### src/rtl/accel_store_unit.sv
// Store unit: streams the two result polynomials (c0_out then c1_out) from the
// result buffers into memory as 256-bit lines, one 64-bit beat per coefficient.
module accel_store_unit #(
  parameter int N_COEFF = 512,
  parameter int BEATS   = 4
) (
  input  logic        clk,
  input  logic        rst,
  input  logic        start,
  input  logic [31:0] base_addr,
  output logic        busy,
  output logic        done,
  output logic        buf_sel,
  output logic [8:0]  buf_idx,
  output logic        buf_rd,
  input  logic [63:0] buf_rdata,
  output logic        pmem_write,
  output logic [31:0] pmem_address,
  output logic [63:0] pmem_wdata,
  input  logic        pmem_resp,
  output logic [2:0]  fsm_state
);

  localparam int LINES = 2 * N_COEFF / BEATS;
  localparam int LW    = $clog2(LINES);
  localparam int BW    = $clog2(BEATS);
  localparam int CW    = $clog2(BEATS + 1);
  localparam int GW    = $clog2(2 * N_COEFF);

  localparam logic [2:0] S_IDLE  = 3'd0;
  localparam logic [2:0] S_FETCH = 3'd1;
  localparam logic [2:0] S_WRITE = 3'd2;
  localparam logic [2:0] S_GAP   = 3'd3;
  localparam logic [2:0] S_DONE  = 3'd4;

  logic [2:0]    state;
  logic [LW-1:0] line;
  logic [CW-1:0] cnt;
  logic [31:0]   base_q;
  logic [63:0]   line_buf [BEATS];
  logic [GW-1:0] g;

  // Memory handshake: pmem_write (with pmem_address/pmem_wdata) is the valid side
  // and pmem_resp the ready side; a beat transfers on each cycle both are high,
  // and the request is held unchanged on every cycle pmem_resp is low.
  always_ff @(posedge clk) begin
    if (rst) begin
      state <= S_IDLE;
      line  <= '0;
      cnt   <= '0;
    end else begin
      case (state)
        S_IDLE: begin
          if (start) begin
            state <= S_FETCH;
            line  <= '0;
            cnt   <= '0;
          end
        end
        S_FETCH: begin
          // cnt runs 0..BEATS: reads on 0..BEATS-1, captures on 1..BEATS
          if (cnt == CW'(BEATS)) begin
            state <= S_WRITE;
            cnt   <= '0;
          end else begin
            cnt <= cnt + CW'(1);
          end
        end
        S_WRITE: begin
          if (pmem_resp) begin
            if (cnt == CW'(BEATS - 1)) begin
              state <= S_GAP;
              cnt   <= '0;
            end else begin
              cnt <= cnt + CW'(1);
            end
          end
        end
        S_GAP: begin
          if (line == LW'(LINES - 1)) begin
            state <= S_DONE;
          end else begin
            line  <= line + LW'(1);
            state <= S_FETCH;
          end
        end
        S_DONE:  state <= S_IDLE;
        default: state <= S_IDLE;
      endcase
    end
  end

  // Datapath registers carry no reset; their contents only matter once written.
  always_ff @(posedge clk) begin
    if (state == S_IDLE && start)
      base_q <= base_addr & 32'hFFFF_FFE0;
    if (state == S_FETCH && cnt != '0)
      line_buf[BW'(cnt - CW'(1))] <= buf_rdata;
  end

  always_comb begin
    g            = GW'(line) * GW'(BEATS) + GW'(cnt);
    busy         = (state == S_FETCH) || (state == S_WRITE) || (state == S_GAP);
    done         = (state == S_DONE);
    buf_rd       = (state == S_FETCH) && (cnt < CW'(BEATS));
    buf_sel      = buf_rd && (int'(g) >= N_COEFF);
    buf_idx      = buf_rd ? 9'(int'(g) % N_COEFF) : '0;
    pmem_write   = (state == S_WRITE);
    pmem_address = pmem_write ? base_q + (32'(line) << 5) : '0;
    pmem_wdata   = pmem_write ? line_buf[cnt[BW-1:0]] : '0;
    fsm_state    = state;
  end

endmodule

### config.mk
export PLATFORM = sky130hd
export DESIGN_NAME = accel_store_unit
export DESIGN_NICKNAME = d
export VERILOG_FILES = /design/src/rtl/accel_store_unit.sv
export SDC_FILE = /design/constraint.sdc
export NUM_CORES = 1
export LEC_CHECK = 0
export ABC_AREA = 1
export BUFFER_PORTS_ARGS = -buffer_cell sky130_fd_sc_hd__buf_4
export CAP_MARGIN = 20
export CORE_MARGIN = 4
export CORE_UTILIZATION = 45
export DETAILED_ROUTE_END_ITERATION = 10
export PLACE_DENSITY = 0.75
export SKIP_CTS_REPAIR_TIMING = 1
export SYNTH_ARGS = -nofsm -noshare
export SYNTH_HDL_FRONTEND = slang
export SYNTH_SLANG_ARGS = --single-unit
### constraint.sdc
create_clock -name clk -period 5.25 [get_ports clk]
set_input_delay 1.05 -clock clk [delete_from_list [all_inputs] [get_ports clk]]
set_output_delay 1.05 -clock clk [all_outputs]
set_load 0.01 [all_outputs]
==> impl_metrics.prom <==
# TYPE chip_impl_metric gauge
chip_impl_info{name="outcome",value="completed"} 1
chip_impl_metric{name="via_per_inst",unit=""} 5.109
chip_impl_metric{name="final_min_period_over_clock_period",unit="%"} 79.40
chip_impl_metric{name="ys_seq_elements",unit=""} 299
chip_impl_info{name="synth_flop_cell",value="edfxtp_1"} 1
chip_impl_metric{name="final-max-slew-violation-count",unit=""} 0
chip_impl_info{name="min-delay-start",value="line[7]"} 1
chip_impl_info{name="cts_root_buffer",value="clkbuf_16"} 1
chip_impl_metric{name="ioPinCount",unit=""} 213
chip_impl_metric{name="syn_avg_cell_area",unit="sq um"} 10.55
chip_impl_metric{name="crit_arrival",unit="ns"} 3.12
chip_impl_metric{name="grt_start_max_net_pins",unit=""} 93
chip_impl_metric{name="count_of_fill_cells_added_during_filler_insertion",unit=""} 2339
chip_impl_info{name="worstSetupEndpointType",value="primary output"} 1
chip_impl_metric{name="place.detailed.hpwl",unit="mm"} 18.74
chip_impl_metric{name="path_clk_slew",unit="ns"} 0.06
chip_impl_metric{name="clock_path_buffers",unit=""} 3
chip_impl_metric{name="grt_overflow_total",unit=""} 0
chip_impl_metric{name="cap_violations",unit=""} 0
chip_impl_metric{name="slew_headroom",unit="%"} 30.58
chip_impl_metric{name="core",unit="sq um"} 28160
chip_impl_metric{name="synth.yosys.seq_area_share",unit="%"} 67.76
chip_impl_metric{name="insertedDiodeCount",unit=""} 0
chip_impl_info{name="critical_path.startpoint_type",value="flop"} 1
chip_impl_metric{name="routabilityCongestion",unit=""} 0.9065
chip_impl_metric{name="chipHeight",unit="microns"} 178.1
chip_impl_metric{name="finalHoldViolations",unit=""} 0
chip_impl_metric{name="post_route_cells_drive_above_1_share",unit="%"} 19.73
chip_impl_metric{name="number_of_instances_in_the_synthesized_netlist",unit=""} 1234
chip_impl_metric{name="antenna_found_initial",unit=""} 0
chip_impl_metric{name="timing_worst_slew_pin_value",unit="ns"} 1.041
chip_impl_metric{name="final.setup.worst_slack",unit="ns"} 1.081
chip_impl_metric{name="seqCellArea",unit="sq um"} 8823
chip_impl_info{name="reg2reg_from",value="fsm_state[0]"} 1
chip_impl_metric{name="setup-violations-final",unit=""} 0
chip_impl_metric{name="detail-route-antenna-nets",unit=""} 0
chip_impl_metric{name="routed_wl",unit="mm"} 31.01
chip_impl_metric{name="dieArea",unit="sq um"} 31710
chip_impl_metric{name="post_dp_cell_area",unit="sq um"} 14880
chip_impl_metric{name="worst_skew_pair.late_latency",unit="ns"} 0.51
chip_impl_metric{name="area_growth",unit="%"} 22.41
chip_impl_metric{name="first_global_vias",unit=""} 9002
chip_impl_metric{name="final_cells",unit=""} 1833
chip_impl_metric{name="worst_clock_skew",unit="ns"} 0.01580
chip_impl_metric{name="crit_required",unit="ns"} 4.20
chip_impl_info{name="layout.cells.most_common",value="nor2_1"} 1
chip_impl_metric{name="netlist_area",unit="sq um"} 13010
chip_impl_metric{name="num-nets-final",unit=""} 1547
chip_impl_metric{name="numPlacedInstances",unit=""} 1771
chip_impl_metric{name="clock_sinks",unit=""} 299
chip_impl_metric{name="post_placement_worst_setup_slack",unit="ns"} 1.540
chip_impl_metric{name="groute.usage.overall",unit="%"} 18.86
chip_impl_metric{name="final_cell_area",unit="sq um"} 15930
chip_impl_info{name="clock_tree_from_tritoncts",value="done"} 1
chip_impl_metric{name="die-width",unit="microns"} 178.1
chip_impl_metric{name="initial_standard_cell_utilization_of_the_core",unit="%"} 46.21
chip_impl_metric{name="synthArstFlopShare",unit="%"} 0
chip_impl_metric{name="detail_route.first_pass.iterations",unit=""} 5
chip_impl_metric{name="cts_inserted_buffers",unit=""} 34
chip_impl_metric{name="fin_tns_setup",unit="ns"} 0
chip_impl_info{name="rsz0062_at_grt",value="false"} 1
chip_impl_metric{name="via_count",unit=""} 9364
chip_impl_metric{name="vdd.ir_drop.worst",unit="mV"} 0.2931
chip_impl_metric{name="synth-edff-count",unit=""} 283
chip_impl_metric{name="post-route-min-period",unit="ns"} 4.169
chip_impl_info{name="worstHoldPathType",value="reg2reg"} 1
chip_impl_metric{name="clock.fmax",unit="MHz"} 239.9
chip_impl_info{name="layout_common_cells",value="nor2_1 (335), edfxtp_1 (283), buf_4 (213)"} 1
chip_impl_metric{name="route.detailed.wl_per_inst",unit="microns"} 16.92
chip_impl_info{name="critPathKind",value="reg2out"} 1
chip_impl_metric{name="power-per-cell-area",unit="nW/um^2"} 395.6
chip_impl_metric{name="placement.io_buffers",unit=""} 202
chip_impl_metric{name="route.detailed.drc",unit=""} 0
chip_impl_metric{name="fp-row-count",unit=""} 61
chip_impl_metric{name="post_synth_cell_types",unit=""} 33
chip_impl_metric{name="area_taken_by_multi_input_logic_gates",unit="sq um"} 3724
chip_impl_metric{name="number_of_warning_messages_in_the_yosys_log",unit=""} 0
chip_impl_metric{name="grt_pass1_wl",unit="mm"} 47.04
chip_impl_metric{name="initialDrtViolationCount",unit=""} 754
chip_impl_metric{name="leakage",unit="nW"} 6.101
chip_impl_metric{name="timing.critical_path.fanout_max",unit=""} 92
chip_impl_metric{name="cts_max_level",unit=""} 2
-- logic make-up after synthesis --
| family | synth area share [%] |
|---|---|
| other cells | 0.02881 |
| buf+inv | 4.057 |
| fa+ha+maj | 1.788 |
| xor+xnor | 0.1346 |
| flops | 67.76 |
| compound gates | 9.296 |
| simple gates | 16.94 |
-- metal layers --
layer	part of all wire [%]	global-route usage (%)
met2	50	32.93
met1	42	23.97
met5	0	0
met4	2.1	5.221
met3	6.0	3.836
-- sequential cells by signal, summed over array words and instances, names as in the netlist, named ones only --
register	count
line	8
base_q	27
line_buf	256
cnt	3
fsm_state	3
-- cell usage after synthesis (2+ instances only) --
cell / instances / area [sq um]
ha_1: 17 / 212.7
inv_1: 62 / 232.7
nor2_1: 340 / 1276
nand3_1: 43 / 215.2
a21oi_1: 92 / 460.4
nand2_1: 137 / 514.2
clkbuf_1: 16 / 60.06
edfxtp_1: 283 / 8498
nor2_2: 2 / 12.51
nand3_2: 4 / 40.04
buf_1: 11 / 41.29
buf_4: 5 / 37.54
nand3b_1: 2 / 15.01
nor3_1: 8 / 40.04
dfxtp_1: 16 / 320.3
nand4_1: 4 / 25.02
buf_2: 25 / 125.1
inv_2: 7 / 26.28
o21ai_0: 144 / 720.7
or2_2: 2 / 12.51
xnor2_1: 2 / 17.52
-- layout make-up --
cell class              instances  area share (%)
multi-input cells             812           23.37
clock inverters                18          0.8325
repair buffers                213           10.04
well taps                     378           2.969
flip-flops and latches        299           55.38
inverters                      69           1.634
clock buffers                  44           5.772
-- per-stage QoR --
step | total power, mW | hold WS [ns] | util [%]
5_1_grt | 6.605 | 0.5370 | 56.57
6_report | 6.303 | 0.5102 | 56.57
2_1_floorplan | 3.598 | 0.4717 | -
4_1_cts | 6.355 | 0.5070 | 56.57
3_5_place_dp | 4.151 | 0.4949 | 52.83
3_3_place_gp | 4.127 | 0.4849 | 52.83
-- power breakdown --
part	leakage, nW	total (mW)	internal [mW]	switching [mW]
sequential	2.69	2.80	2.69	0.106
clock	0.518	2.20	1.29	0.910
combinational	2.90	1.30	0.469	0.833
-- critical path, cell delays in order, from the launching register on --
cell,delay (ns)
dfxtp_4,0.76
clkinv_2,0.59
buf_4,0.57
o21ai_0,0.31
a21oi_1,0.12
buf_4,0.21
-- final timing paths --
| kind | endpoint | slack (ns) | depth (start not counted) |
|---|---|---|---|
| max reg2reg | line_buf[2][7] | 2.51 | 5 |
| min | line[7] | 0.51 | 2 |
| max | pmem_wdata[17] | 1.08 | 5 |
| min reg2reg | line[7] | 0.51 | 2 |
Power figures use the tool's default switching activity.
